==> config.mk <==
export PLATFORM = sky130hd
export DESIGN_NAME = motor_cmd_seq_flat
export DESIGN_NICKNAME = d
export VERILOG_FILES = /design/src/rtl/motor_cmd_seq_pkg.sv /design/src/rtl/motor_cmd_seq_if.sv /design/src/rtl/motor_cmd_seq_slew_channel.sv /design/src/rtl/motor_cmd_seq.sv /design/src/flat_wrapper.sv
export SDC_FILE = /design/constraint.sdc
export NUM_CORES = 1
export LEC_CHECK = 0
export ABC_AREA = 1
export BUFFER_PORTS_ARGS = -buffer_cell sky130_fd_sc_hd__buf_2
export CORE_MARGIN = 5
export CORE_UTILIZATION = 50
export DETAILED_ROUTE_END_ITERATION = 6
export GPL_TIMING_DRIVEN = 0
export PLACE_DENSITY = 0.7
export SLEW_MARGIN = 0
export SYNTH_ARGS = -nofsm -noshare
export SYNTH_HDL_FRONTEND = slang
export SYNTH_SLANG_ARGS = --single-unit
==> constraint.sdc <==
create_clock -name clk -period 6.3 [get_ports clk]
set_clock_uncertainty 0.2 [all_clocks]
set_input_delay 0.315 -clock clk [delete_from_list [all_inputs] [get_ports clk]]
set_output_delay 0.315 -clock clk [all_outputs]
set_load 0.03 [all_outputs]
==> src/rtl/motor_cmd_seq_pkg.sv <==
// -----------------------------------------------------------------------------
// motor_cmd_seq_pkg
// Shared definitions for the four-motor command sequencer:
//   - DUTY_W / duty_t : width and type of one motor duty byte
//   - N_MOTORS        : number of motor channels packed on the buses
//   - state_e         : sequencer FSM encoding (exposed on the state port)
//   - clamp_duty()    : saturate a requested duty into an allowed window
// -----------------------------------------------------------------------------
package motor_cmd_seq_pkg;

  localparam int DUTY_W   = 8;
  localparam int N_MOTORS = 4;
  localparam int BUS_W    = N_MOTORS * DUTY_W;

  typedef logic [DUTY_W-1:0] duty_t;

  typedef enum logic [1:0] {
    ST_DISARMED = 2'd0,
    ST_ARMING   = 2'd1,
    ST_ARMED    = 2'd2,
    ST_FAILSAFE = 2'd3
  } state_e;

  function automatic duty_t clamp_duty(input duty_t v, input duty_t lo, input duty_t hi);
    if (v < lo) return lo;
    if (v > hi) return hi;
    return v;
  endfunction

endpackage

==> src/rtl/motor_cmd_seq_if.sv <==
// -----------------------------------------------------------------------------
// motor_cmd_seq_if
// Command bus carrying four packed motor duty targets with a valid/ready
// handshake. A command transfers on a clock where cmd_valid and cmd_ready
// are both high.
//   cmd_valid : master -> slave, command present
//   cmd_ready : slave  -> master, sequencer can take a command
//   cmd_duty  : master -> slave, motor k target at bits [8k+7:8k]
// -----------------------------------------------------------------------------
interface motor_cmd_seq_if;
  import motor_cmd_seq_pkg::*;

  logic             cmd_valid;
  logic             cmd_ready;
  logic [BUS_W-1:0] cmd_duty;

  modport master (output cmd_valid, output cmd_duty, input  cmd_ready);
  modport slave  (input  cmd_valid, input  cmd_duty, output cmd_ready);

endinterface

==> src/rtl/motor_cmd_seq_slew_channel.sv <==
// -----------------------------------------------------------------------------
// slew_channel
// One motor duty register that walks toward its target by at most SLEW_STEP
// per tick and never overshoots.
//   clk    : system clock
//   reset  : synchronous active-low reset, forces duty to 0
//   tick   : one-cycle slew strobe
//   target : requested duty
//   duty   : current (slew-limited) duty
// -----------------------------------------------------------------------------
module slew_channel
  import motor_cmd_seq_pkg::*;
#(
  parameter int SLEW_STEP = 2
) (
  input  logic  clk,
  input  logic  reset,
  input  logic  tick,
  input  duty_t target,
  output duty_t duty
);

  localparam logic [DUTY_W:0] STEP_9 = (DUTY_W+1)'(SLEW_STEP);
  localparam duty_t           STEP_D = duty_t'(SLEW_STEP);

  logic            up;
  logic [DUTY_W:0] diff;
  duty_t           step;
  duty_t           duty_next;

  // Magnitude of the error is formed in 9 bits so the subtraction cannot
  // wrap; the step is then limited to that magnitude, which keeps the
  // 8-bit add/subtract inside 0..255.
  always_comb begin
    up        = (target > duty);
    diff      = up ? ({1'b0, target} - {1'b0, duty})
                   : ({1'b0, duty} - {1'b0, target});
    step      = (diff > STEP_9) ? STEP_D : diff[DUTY_W-1:0];
    duty_next = up ? (duty + step) : (duty - step);
  end

  always_ff @(posedge clk) begin
    if (!reset)    duty <= '0;
    else if (tick) duty <= duty_next;
  end

endmodule

==> src/rtl/motor_cmd_seq.sv <==
// -----------------------------------------------------------------------------
// motor_cmd_seq
// Arming / failsafe sequencer for four motors. Accepts packed duty commands
// while ARMED, clamps them to [IDLE_DUTY, MAX_DUTY], and slew-limits every
// channel on a RAMP_HZ tick. A watchdog forces a controlled ramp-down if no
// command is accepted for WDOG_TICKS ticks.
//   clk        : system clock
//   reset      : synchronous active-low reset
//   arm_req    : request to arm
//   disarm_req : request a controlled ramp-down
//   failsafe   : external fault, forces ramp-down
//   cmd        : command bus (slave side) -- valid / ready / 32-bit duties
//   duty_cycle : four current duties, motor k at [8k+7:8k]
//   armed      : high only in ARMED
//   state      : current FSM state
// -----------------------------------------------------------------------------
module motor_cmd_seq
  import motor_cmd_seq_pkg::*;
#(
  parameter int CLK_FREQ   = 100000000,
  parameter int RAMP_HZ    = 1000,
  parameter int SLEW_STEP  = 2,
  parameter int IDLE_DUTY  = 20,
  parameter int MAX_DUTY   = 240,
  parameter int WDOG_TICKS = 100
) (
  input  logic             clk,
  input  logic             reset,
  input  logic             arm_req,
  input  logic             disarm_req,
  input  logic             failsafe,
  motor_cmd_seq_if.slave   cmd,
  output logic [BUS_W-1:0] duty_cycle,
  output logic             armed,
  output logic [1:0]       state
);

  localparam int TICK_DIV = CLK_FREQ / RAMP_HZ;
  localparam int TICK_W   = (TICK_DIV > 1) ? $clog2(TICK_DIV) : 1;
  localparam int WDOG_W   = $clog2(WDOG_TICKS + 1);

  localparam logic [TICK_W-1:0] TICK_LAST = TICK_W'(TICK_DIV - 1);
  localparam logic [WDOG_W-1:0] WDOG_LAST = WDOG_W'(WDOG_TICKS);
  localparam duty_t             IDLE_D    = duty_t'(IDLE_DUTY);
  localparam duty_t             MAX_D     = duty_t'(MAX_DUTY);

  state_e                           state_q, state_d;
  logic [TICK_W-1:0]                tick_cnt;
  logic                             tick;
  logic [WDOG_W-1:0]                wdog_cnt;
  logic                             wdog_expired;
  logic                             cmd_ready_int;
  logic                             cmd_accept;
  logic                             all_idle;
  logic                             all_zero;
  logic [N_MOTORS-1:0][DUTY_W-1:0]  tgt_q, tgt_d;
  logic [N_MOTORS-1:0][DUTY_W-1:0]  duty_q;

  // ---------------------------------------------------------------------------
  // Slew tick: free-running divider, one-cycle strobe on the last count.
  // ---------------------------------------------------------------------------
  assign tick = (tick_cnt == TICK_LAST);

  // NOTE: sequential state uses non-blocking assignments so every register
  // samples pre-edge values regardless of the order the blocks are evaluated.
  always_ff @(posedge clk) begin
    if (!reset)    tick_cnt <= '0;
    else if (tick) tick_cnt <= '0;
    else           tick_cnt <= tick_cnt + 1'b1;
  end

  // ---------------------------------------------------------------------------
  // Command handshake. Ready is suppressed whenever a shutdown input is
  // present so a command can never race a failsafe or disarm on one clock.
  // ---------------------------------------------------------------------------
  assign cmd_ready_int = reset && (state_q == ST_ARMED) && !failsafe && !disarm_req;
  assign cmd.cmd_ready = cmd_ready_int;
  assign cmd_accept    = cmd.cmd_valid && cmd_ready_int;

  // ---------------------------------------------------------------------------
  // Watchdog: counts ticks while ARMED, cleared outside ARMED (so it starts
  // from zero on entry) and on every accepted command. Holds at the limit.
  // ---------------------------------------------------------------------------
  assign wdog_expired = (wdog_cnt == WDOG_LAST);

  always_ff @(posedge clk) begin
    if (!reset)                                wdog_cnt <= '0;
    else if (state_q != ST_ARMED || cmd_accept) wdog_cnt <= '0;
    else if (tick && !wdog_expired)            wdog_cnt <= wdog_cnt + 1'b1;
  end

  // ---------------------------------------------------------------------------
  // Duty status used by the FSM (registered duties, not targets).
  // ---------------------------------------------------------------------------
  always_comb begin
    all_idle = 1'b1;
    all_zero = 1'b1;
    for (int k = 0; k < N_MOTORS; k++) begin
      if (duty_q[k] != IDLE_D) all_idle = 1'b0;
      if (duty_q[k] != '0)     all_zero = 1'b0;
    end
  end

  // ---------------------------------------------------------------------------
  // FSM next state. Shutdown inputs outrank arming in every state.
  // ---------------------------------------------------------------------------
  // NOTE: every variable written here gets a default before the case, so no
  // path leaves it unassigned and no latch is inferred.
  always_comb begin
    state_d = state_q;
    unique case (state_q)
      ST_DISARMED: if (arm_req && !failsafe && !disarm_req) state_d = ST_ARMING;
      ST_ARMING: begin
        if (failsafe || disarm_req) state_d = ST_FAILSAFE;
        else if (all_idle)          state_d = ST_ARMED;
      end
      ST_ARMED:    if (failsafe || disarm_req || wdog_expired) state_d = ST_FAILSAFE;
      ST_FAILSAFE: if (all_zero) state_d = ST_DISARMED;
    endcase
  end

  always_ff @(posedge clk) begin
    if (!reset) state_q <= ST_DISARMED;
    else        state_q <= state_d;
  end

  // ---------------------------------------------------------------------------
  // Targets follow the state being entered: zero when disarmed or shutting
  // down, idle while spinning up, command (clamped) while armed. Only the
  // targets jump; the duties themselves always ramp through slew_channel.
  // ---------------------------------------------------------------------------
  always_comb begin
    tgt_d = tgt_q;
    for (int k = 0; k < N_MOTORS; k++) begin
      unique case (state_d)
        ST_DISARMED, ST_FAILSAFE: tgt_d[k] = '0;
        ST_ARMING:                tgt_d[k] = IDLE_D;
        ST_ARMED: if (cmd_accept)
          tgt_d[k] = clamp_duty(cmd.cmd_duty[k*DUTY_W +: DUTY_W], IDLE_D, MAX_D);
      endcase
    end
  end

  // NOTE: the target array is a few discrete flops rather than a RAM, so it is
  // reset explicitly; an unreset target could spin a motor right after reset.
  always_ff @(posedge clk) begin
    if (!reset) tgt_q <= '0;
    else        tgt_q <= tgt_d;
  end

  // ---------------------------------------------------------------------------
  // Per-motor slew limiters.
  // ---------------------------------------------------------------------------
  for (genvar k = 0; k < N_MOTORS; k++) begin : g_ch
    slew_channel #(
      .SLEW_STEP (SLEW_STEP)
    ) u_slew (
      .clk    (clk),
      .reset  (reset),
      .tick   (tick),
      .target (tgt_q[k]),
      .duty   (duty_q[k])
    );
  end

  assign duty_cycle = duty_q;
  assign armed      = (state_q == ST_ARMED);
  assign state      = state_q;

endmodule

==> src/flat_wrapper.sv <==
// flat-port wrapper written by rule: the top's interface ports become plain ports
module motor_cmd_seq_flat import motor_cmd_seq_pkg::*;
#(
  parameter int CLK_FREQ   = 100000000,
  parameter int RAMP_HZ    = 1000,
  parameter int SLEW_STEP  = 2,
  parameter int IDLE_DUTY  = 20,
  parameter int MAX_DUTY   = 240,
  parameter int WDOG_TICKS = 100
)
  (clk, reset, arm_req, disarm_req, failsafe, duty_cycle, armed, state, cmd_cmd_valid, cmd_cmd_duty, cmd_cmd_ready);
  motor_cmd_seq_if cmd_i ();
  input  logic clk;
  input  logic reset;
  input  logic arm_req;
  input  logic disarm_req;
  input  logic failsafe;
  output logic [BUS_W-1:0] duty_cycle;
  output logic armed;
  output logic [1:0] state;
  input wire logic [$bits(cmd_i.cmd_valid)-1:0] cmd_cmd_valid;
  input wire logic [$bits(cmd_i.cmd_duty)-1:0] cmd_cmd_duty;
  output wire logic [$bits(cmd_i.cmd_ready)-1:0] cmd_cmd_ready;
  assign cmd_i.cmd_valid = cmd_cmd_valid;
  assign cmd_i.cmd_duty = cmd_cmd_duty;
  assign cmd_cmd_ready = cmd_i.cmd_ready;
  motor_cmd_seq #(.CLK_FREQ(CLK_FREQ), .RAMP_HZ(RAMP_HZ), .SLEW_STEP(SLEW_STEP), .IDLE_DUTY(IDLE_DUTY), .MAX_DUTY(MAX_DUTY), .WDOG_TICKS(WDOG_TICKS)) u_core (.clk(clk), .reset(reset), .arm_req(arm_req), .disarm_req(disarm_req), .failsafe(failsafe), .cmd(cmd_i), .duty_cycle(duty_cycle), .armed(armed), .state(state));
endmodule
==> run metrics, run 1 <==
outcome=completed; core area=18600 µm²; first-pass iteration count of the detailed router=6; largest net degree at the start of global routing=17; Total Power=2.88 mW; CP most frequent cell=nand2_1; share of total power in the clock network=21.0%; combinational power share=58.5%; Total GRT Usage=24.8%; Reg power frac=20.6%; Slew headroom=50.0%; final setup violation count=0; # Post-CTS Setup Buffers=0; cell row count=50; worst r2r src=u_core.g_ch[2].u_slew.duty[2]; pre-CTS setup slack=1050 ps; period utilization=83.4%; die width=147 µm; Synth Instances=1481; die area=21500 µm²; Peak VDD IR=0.153 mV; Post-synth top flop=dfxtp_1; hold_sp=cmd_cmd_duty[29]; DR iter-0 viols=769; ant diodes=0; H-Tree Depth=3; routability-driven placement congestion ratio=0.967; post-cts gate resize count=0; crit path from=u_core.g_ch[2].u_slew.duty[2]; CTS buffer count=9; Sw Share=45.5%; unrepaired setup endpoints after global routing=false; # hold bufs at CTS=0; Final WS setup=1040 ps; Final Slew Violations=0; Clock Pin Slew Worst Setup and Hold Paths=70 ps; Post-Syn Area=9350 µm²; Least-Margin Pin Slew=751 ps; CTS Sinks=90; Max-Cap Viols=0; sequential fraction of the synthesis area=19.3%; CP Data Required Time=6360 ps; Area growth syn-to-layout=10.5%; CP bufs+invs=5; Root Buffer=clkbuf_16; CTS tree=yes; Net Count, Synth=1632; num ports=74; crit-path leading delay family=simple AND/OR/NAND/NOR gates; average instance area after synthesis=6.31 µm²; DP HPWL=22300 µm; drt wl/cell=15.0 µm; Worst Hold Class=primary input to flop; Total Routed Length=27100 µm; cell area after layout=10300 µm²; highest net fanout along the worst path=10; Vias=9576; initial antenna violation count=0; Fin Setup TNS=0 ps; insertion delay to the later sink of the worst-skew pair=360 ps; FFs w/ async S/R, synth=0%; f_max=0.190 GHz; synth top area cells=dfxtp_1 19%, nand2_1 16%, ha_1 14%; critical path capture point type=flop; Post-synth EDFFs=0; Overflow after GRT=0; Final min period=5260 ps; Synth warnings=0; DRC Markers=0; area share of the largest cell type after synthesis=19.3%; Commonest cells post-synth=398 x nand2_1, 269 x inv_1, 101 x ha_1; # nets final=1716; ANT nets after route=0; fraction of layout cells with a size suffix above 1=12.2%; final hold violations=0; CP max-delay cell=dfxtp_1; max incr delay on CP=510 ps; leakage=5.25 nW; CTS max path bufs=2; Worst EP arrival=5320 ps; Post-Place Cell Area=10000 µm²; Yosys cell types=46; Chip Height=147 µm; # port buffers=73; cell with the most instances after synthesis=nand2_1; vias in the first global route=8921; Setup Crit Path Kind=flop to flop; pwr dens=279 nW/µm²; Worst Setup Start Kind=flop; FF+latch count, synth=90; internal cell power=1.57 mW; largest area contributor in the netlist=dfxtp_1; Starting Density=50.3%; vias per cell=5.31; sw power=1.31 mW; first-pass GRT wire length=44000 µm
-- through the flow --
stage	cells	util (%)	hold slack, ps
detailed placement	1788	53.9	257
floorplan	1481	-	230
CTS	1804	55.6	21.0
finish	1804	55.6	24.9
global placement	1788	53.9	244
global route	1804	55.6	34.4
-- state kept, by name, indices dropped and copies added (netlist names) --
signal,count
u_core.state,2
u_core.tgt_q,32
u_core.g_ch.u_slew.duty,32
u_core.tick_cnt,17
u_core.wdog_cnt,7
-- layout make-up --
class / count / area [µm²]
clock buffers: 9 / 225
clock inverters: 7 / 100
repair buffers: 73 / 365
flip-flops and latches: 90 / 1800
inverters: 279 / 1050
multi-input cells: 1090 / 6340
fillers: 1895 / 8250
plain buffers: 22 / 155
well taps: 234 / 293
-- routing by layer --
layer	GRT usage [%]	vias up	part of all wire [%]
met2	40.6	295	45
met1	33.7	4307	45
met3	4.10	47	6.6
met4	7.76	0	2.8
met5	0	-	0
li1	-	4927	-
-- cells in the final DEF (no fill, tap or decap), types with 10 or more instances in the layout --
cell,n
a21oi_1,91
buf_2,77
dfxtp_1,90
fa_1,12
ha_1,101
inv_1,269
nand2_1,398
nand2_2,28
nand3_1,86
nand3_2,16
nand4_1,50
nor2_1,95
nor3_1,15
nor4_1,10
o21ai_0,50
o22ai_1,18
or2_2,17
xor2_1,27
-- cells by family (layout without fill, tap and decap cells) --
logic type	Yosys count	count (layout)	share of synthesized area [%]
xor gates and xnor gates	36	36	3.37
AOI/OAI and AO/OA	198	198	12.0
and+or+nand+nor	743	743	36.4
adders and majority gates	113	113	16.1
DFF	90	90	19.3
buffers and inverters	301	390	12.9
-- worst min-delay path: cells and delay by family --
family,cells,cell delay [ps]
AO/OA/AOI/OAI,1,50
buffers and inverters,1,110
AND/OR/NAND/NOR,1,60
-- final timing paths --
| check | endpoint | slack (ps) | cells past startpoint |
|---|---|---|---|
| setup reg to reg | u_core.g_ch[2].u_slew.duty[7] | 1040 | 36 |
| setup / recovery | u_core.g_ch[2].u_slew.duty[7] | 1040 | 36 |
| hold reg to reg | u_core.tick_cnt[0] | 270 | 1 |
| hold / removal | u_core.tgt_q[29] | 20 | 3 |
-- power by group through the flow --
stage          logic (mW)  registers (mW)  clock network (mW)
3_3_place_gp         1.64           0.604                   0
4_1_cts              1.67           0.592               0.607
3_5_place_dp         1.66           0.605                   0
5_1_grt              1.91           0.593               0.631
2_1_floorplan        1.33           0.603                   0
6_report             1.69           0.592               0.604
Power figures use the tool's default switching activity.
==> inputs of run 2 (changes only) <==
--- a/config.mk
+++ b/config.mk
@@ -11,7 +11,7 @@
 export CORE_UTILIZATION = 50
 export DETAILED_ROUTE_END_ITERATION = 6
 export GPL_TIMING_DRIVEN = 0
-export PLACE_DENSITY = 0.7
+export PLACE_DENSITY = 0.73
 export SLEW_MARGIN = 0
 export SYNTH_ARGS = -nofsm -noshare
 export SYNTH_HDL_FRONTEND = slang
==> constraint.sdc (replaced) <==
create_clock -name clk -period 4.5 [get_ports clk]
set_clock_uncertainty 0.2 [all_clocks]
set_input_delay 0.225 -clock clk [delete_from_list [all_inputs] [get_ports clk]]
set_output_delay 0.225 -clock clk [all_outputs]
set_load 0.03 [all_outputs]
==> run 2 against run 1 <==
Against the previous run: the flow now finishes with violations (DRC); global-route usage increased by 2.1 points; combinational power increased by 110%; non-clock buffer count increased by 149; cell count increased by 8.3%; sequential power increased by 39%; critical endpoint unchanged; largest cell class unchanged; largest power group unchanged.
==> run metrics, run 2 (synthesis gave the netlist of run 1 again) <==
final hold violations=0 (unchanged); most frequent cells in the layout=354 x nand2_1, 226 x inv_1, 127 x buf_4; CP bufs+invs=4 (-1); largest registers=u_core.g_ch.u_slew.duty: 32 flops, u_core.tgt_q: 32 flops, u_core.tick_cnt: 17 flops; Total GRT Usage=26.9% (+2.1 points); CTS max path bufs=2 (unchanged); Total Routed Length=33200 µm (+22%); ant diodes=0 (unchanged); CP most frequent cell=nand2_1; DR iter-0 viols=796 (+3.5%); CTS tree=yes; leakage=6.18 nW (+18%); critical path capture point type=flop; CP Data Required Time=4550 ps (-1810 ps); hold slack=12.2 ps (-12.7 ps); first-pass iteration count of the detailed router=7 (+1); final setup violation count=0 (unchanged); Area growth syn-to-layout=36.9%; die width=147 µm (unchanged); largest net degree at the start of global routing=15 (-2); ANT nets after route=0 (unchanged); Final Slew Violations=0 (unchanged); Max-Cap Viols=0 (unchanged); insertion delay to the later sink of the worst-skew pair=360 ps (about the same); commonest non-fill, non-tap cell in the layout=nand2_1; cell area after layout=12800 µm² (+24%); pwr dens=407 nW/µm² (+46%); vias in the first global route=9744 (+9.2%); unrepaired setup endpoints after global routing=true; Peak VDD IR=0.204 mV (+33%); Clock Pin Slew Worst Setup and Hold Paths=70 ps (about the same); Worst EP arrival=4530 ps (-790 ps); first-pass GRT wire length=48100 µm (+9.3%); num ports=74 (unchanged); Starting Density=50.3% (unchanged); die area=21500 µm² (unchanged); initial antenna violation count=0 (unchanged); # port buffers=73 (unchanged); Slew headroom=51.4% (+1.4 points); final cell count without fillers=1953 (+8.3%); Setup Crit Path Kind=flop to flop; drt wl/cell=17.0 µm (+13%); crit-path leading delay family=simple AND/OR/NAND/NOR gates; core area=18600 µm² (unchanged); CTS buffer count=9 (unchanged); CP max-delay cell=dfxtp_4; Worst Setup Start Kind=flop; outcome=complete, but fails checks; Overflow after GRT=0 (unchanged); failing checks=DRC; Root Buffer=clkbuf_16; DP HPWL=21900 µm (-1.6%); Fill cells=1442 (-24%); Final min period=4480 ps (-779 ps); # nets final=1865 (+8.7%); max incr delay on CP=360 ps (-150 ps); vias per cell=5.64 (+6.3%); Cell Count Post-Placement=1788 (unchanged); Post-Place Cell Area=10100 µm² (+0.60%); Final WS setup=23.0 ps (-1020 ps); Chip Height=147 µm (unchanged); fraction of layout cells with a size suffix above 1=31.3% (+19 points); H-Tree Depth=3 (unchanged); f_max=0.223 GHz (+17%); Least-Margin Pin Slew=730 ps (-21.0 ps); Worst Hold Class=primary input to flop; pre-CTS setup slack=-634 ps (-1680 ps); routability-driven placement congestion ratio=0.938 (-3.1%); CTS Sinks=90 (unchanged); DRC Markers=3 (+3); Vias=11024 (+15%); cell row count=50 (unchanged); period utilization=99.5% (+16 points); Total Power=5.20 mW (+81%); highest net fanout along the worst path=5 (-5)
-- run 2: final timing paths --
path | from | to | slack (ps) | cells after the start
worst max-delay path | u_core.g_ch[2].u_slew.duty[1] | u_core.g_ch[2].u_slew.duty[7] | 20 | 31
worst min-delay path | cmd_cmd_duty[1] | u_core.tgt_q[1] | 10 | 3
worst max register to register | u_core.g_ch[2].u_slew.duty[1] | u_core.g_ch[2].u_slew.duty[7] | 20 | 31
worst min register to register | u_core.tick_cnt[0] | u_core.tick_cnt[0] | 280 | 1
-- run 2: layer usage --
metal	up-vias	wire [µm]	track usage [%]	part of all wire (%)
li1	5247	-	-	-
met1	5122	13400	35.5	40
met2	543	15900	45.4	48
met3	112	2610	3.79	7.9
met4	0	1250	9.03	3.8
met5	-	0	0	0
-- run 2: repair_timing --
item                                   CTS  global route
setup buffers                           44            90
hold buffers                            19             0
pin swaps                               30           122
endpoints found under the hold margin   18             0
gates resized for setup                128           188
setup endpoints to repair                8            11
-- run 2: stage by stage --
step	utilization, %	TNS (ps)
4_1_cts	62.0	0
6_report	68.9	0
3_5_place_dp	54.2	-2110
3_3_place_gp	54.2	-1820
5_1_grt	68.9	-902
2_1_floorplan	-	0
-- run 2: layout make-up --
class                      instances  area, µm²  share of cell area, %
multi-input combinational       1090       7440                   58.1
inverter                         279       1080                   8.44
tap                              234        293                   2.29
clock buffer                      12        267                   2.08
timing repair buffer             225       1590                   12.4
clock inverter                     4       72.6                  0.567
sequential                        90       1920                   15.0
buffer                            19        136                   1.07
-- run 2: worst min-delay path: cells and delay by family --
family	cells	cell delay (ps)
AND/OR/NAND/NOR	1	100
buffers and inverters	1	110
AO/OA/AOI/OAI	1	100
-- run 2: report_power, final --
part | switching (mW) | internal (mW) | leakage, nW
sequential | 0.0237 | 0.797 | 0.755
combinational | 1.97 | 1.54 | 5.26
clock | 0.339 | 0.532 | 0.166
==> inputs of run 3 (changes only) <==
--- a/config.mk
+++ b/config.mk
@@ -6,12 +6,12 @@
 export NUM_CORES = 1
 export LEC_CHECK = 0
 export ABC_AREA = 1
-export BUFFER_PORTS_ARGS = -buffer_cell sky130_fd_sc_hd__buf_2
 export CORE_MARGIN = 5
 export CORE_UTILIZATION = 50
 export DETAILED_ROUTE_END_ITERATION = 6
+export DONT_BUFFER_PORTS = 1
 export GPL_TIMING_DRIVEN = 0
-export PLACE_DENSITY = 0.73
+export PLACE_DENSITY = 0.7
 export SLEW_MARGIN = 0
 export SYNTH_ARGS = -nofsm -noshare
 export SYNTH_HDL_FRONTEND = slang
==> run 3 against run 2 <==
Against the previous run: the flow finishes with violations (setup timing); wire length down 4.7%; count of clock-buffer cells in the layout unchanged; setup slack worse by 110 ps; largest power group unchanged; highest routed layer unchanged.
==> run metrics, run 3 (synthesis gave the netlist of run 1 again) <==
highest net fanout along the worst path=8 (+3); Starting Density=50.3% (unchanged); leakage=5.76 nW (-6.9%); pwr dens=416 nW/µm² (+2.3%); # nets final=1778 (-4.7%); Final WS setup=-82.8 ps (-106 ps); insertion delay to the later sink of the worst-skew pair=360 ps (about the same); Peak VDD IR=0.197 mV (-3.4%); final cell count without fillers=1866 (-4.5%); CP max-delay cell=dfxtp_4; CP Data Required Time=4550 ps (about the same); combinational power share=65.3% (-2.2 points); Reg power frac=15.9% (about the same); CTS max path bufs=2 (unchanged); Worst EP arrival=4640 ps (+110 ps); share of total power in the clock network=18.7% (+2.0 points); Final Slew Violations=0 (unchanged); Vias=10424 (-5.4%); pre-CTS setup slack=-723 ps (-89.1 ps); die area=21500 µm² (unchanged); Total Power=5.15 mW (-1.1%); final hold violations=0 (unchanged); period utilization=102% (+2.4 points); DP HPWL=22300 µm (+1.4%); f_max=0.218 GHz (-2.3%); critical path capture point type=flop; Slew headroom=50.9% (-0.51 points); Fill cells=1535 (+6.4%); routability-driven placement congestion ratio=0.947 (+1.0%); hold slack=12.9 ps (+0.684 ps); most frequent cells in the layout=362 x nand2_1, 226 x inv_1, 99 x buf_4; Overflow after GRT=0 (unchanged); num ports=74 (unchanged); hold path cells=5 (+2); sw power=2.23 mW (-4.5%); DRC Markers=0 (-3); Setup Crit Path Kind=flop to flop; Total GRT Usage=27.1% (+0.15 points); vias per cell=5.59 (-1.0%); initial antenna violation count=0 (unchanged); Final min period=4580 ps (+106 ps); core area=18600 µm² (unchanged); outcome=complete, but fails checks; CTS Sinks=90 (unchanged); final setup violation count=1 (+1); Least-Margin Pin Slew=737 ps (+7.60 ps); Worst Hold Class=primary input to flop; CP most frequent cell=nand2_1; largest registers=u_core.g_ch.u_slew.duty: 32 flops, u_core.tgt_q: 32 flops, u_core.tick_cnt: 17 flops; Worst Setup Start Kind=flop; die width=147 µm (unchanged); sequential cell area=1920 µm² (-0.19%); Fin Setup TNS=-82.8 ps (-82.8 ps); Cell Count Post-Placement=1715 (-4.1%); CTS buffer count=9 (unchanged); vias in the first global route=9605 (-1.4%); area of the multi-input gates=7360 µm² (-1.1%); CTS tree=yes; fraction of layout cells with a size suffix above 1=25.7% (-5.6 points); # port buffers=0 (-100%); drt wl/cell=17.0 µm (-0.24%); first-pass GRT wire length=47600 µm (-0.92%); Sw Share=43.4% (-1.5 points); max incr delay on CP=480 ps (+120 ps); Root Buffer=clkbuf_16; Total Routed Length=31600 µm (-4.7%); commonest non-fill, non-tap cell in the layout=nand2_1; Clock Pin Slew Worst Setup and Hold Paths=70 ps (about the same); Chip Height=147 µm (unchanged); cell row count=50 (unchanged); ANT nets after route=0 (unchanged); failing checks=setup timing; largest net degree at the start of global routing=16 (+1); Area growth syn-to-layout=32.4%; internal cell power=2.91 mW (+1.7%); Reg2Reg Depth=31 (unchanged); DR iter-0 viols=798 (+0.25%); H-Tree Depth=3 (unchanged); Max-Cap Viols=0 (unchanged); ant diodes=0 (unchanged); unrepaired setup endpoints after global routing=true; first-pass iteration count of the detailed router=5 (-2)
[run 3: cell types whose count changed in the layout (fill, tap and decap cells not counted), sizes merged]
cell and delta:
clkinvlp +4, inv -3, dlygate4sd3 +12, bufbuf +1, buf -100, bufinv +1
clkinv -2
[run 3: final cells by class]
class / count / share of cell area [%]
flip-flops and latches: 90 / 15.5
multi-input cells: 1090 / 59.5
plain buffers: 18 / 1.01
clock inverters: 4 / 0.819
repair buffers: 139 / 9.57
clock buffers: 12 / 2.25
inverters: 279 / 9.03
well taps: 234 / 2.37
[run 3: worst max-delay path, delay by kind of cell (launching register included)]
| kind | cells | cell delay, ps |
|---|---|---|
| buffers and inverters | 4 | 290 |
| AO/OA/AOI/OAI | 2 | 320 |
| AND/OR/NAND/NOR | 22 | 2410 |
| flip-flops | 1 | 480 |
| adder cells (fa/ha/maj) | 3 | 750 |
[run 3: per-stage QoR]
step           instance area [µm²]  utilization (%)
2_1_floorplan                 9410                -
3_3_place_gp                  9700             52.2
3_5_place_dp                  9700             52.2
4_1_cts                      11400             61.5
5_1_grt                      12400             66.6
6_report                     12400             66.6
[run 3: final timing paths]
check                                                      to                          start  slack (ps)
worst max-delay path            u_core.g_ch[3].u_slew.duty[7]  u_core.g_ch[3].u_slew.duty[2]         -80
worst min-delay path                         u_core.tgt_q[25]               cmd_cmd_duty[25]          10
worst max register to register  u_core.g_ch[3].u_slew.duty[7]  u_core.g_ch[3].u_slew.duty[2]         -80
worst min register to register             u_core.tick_cnt[0]             u_core.tick_cnt[0]         270
[run 3: metal layers]
| metal | routed length (µm) | track usage [%] | vias up |
|---|---|---|---|
| li1 | - | - | 5082 |
| met1 | 13300 | 34.8 | 4874 |
| met2 | 15000 | 46.3 | 396 |
| met3 | 2290 | 4.72 | 72 |
| met4 | 975 | 8.61 | 0 |
| met5 | 0 | 0 | - |
[run 3: repair_timing]
action | CTS | global route
hold buffers | 31 | 0
buffers inserted | 47 | 60
gates resized for setup | 161 | 143
endpoints found under the hold margin | 31 | 0
pin swaps | 36 | 112
endpoints found under the setup margin | 26 | 21
cloned | 1 | 0
[run 3: power groups by stage]
stage | clock [mW] | combinational (mW) | sequential (mW)
floorplan | 0 | 1.88 | 0.839
global placement | 0 | 2.26 | 0.845
detailed placement | 0 | 2.30 | 0.846
CTS | 0.963 | 2.79 | 0.820
global route | 1.00 | 3.67 | 0.821
finish | 0.965 | 3.36 | 0.820
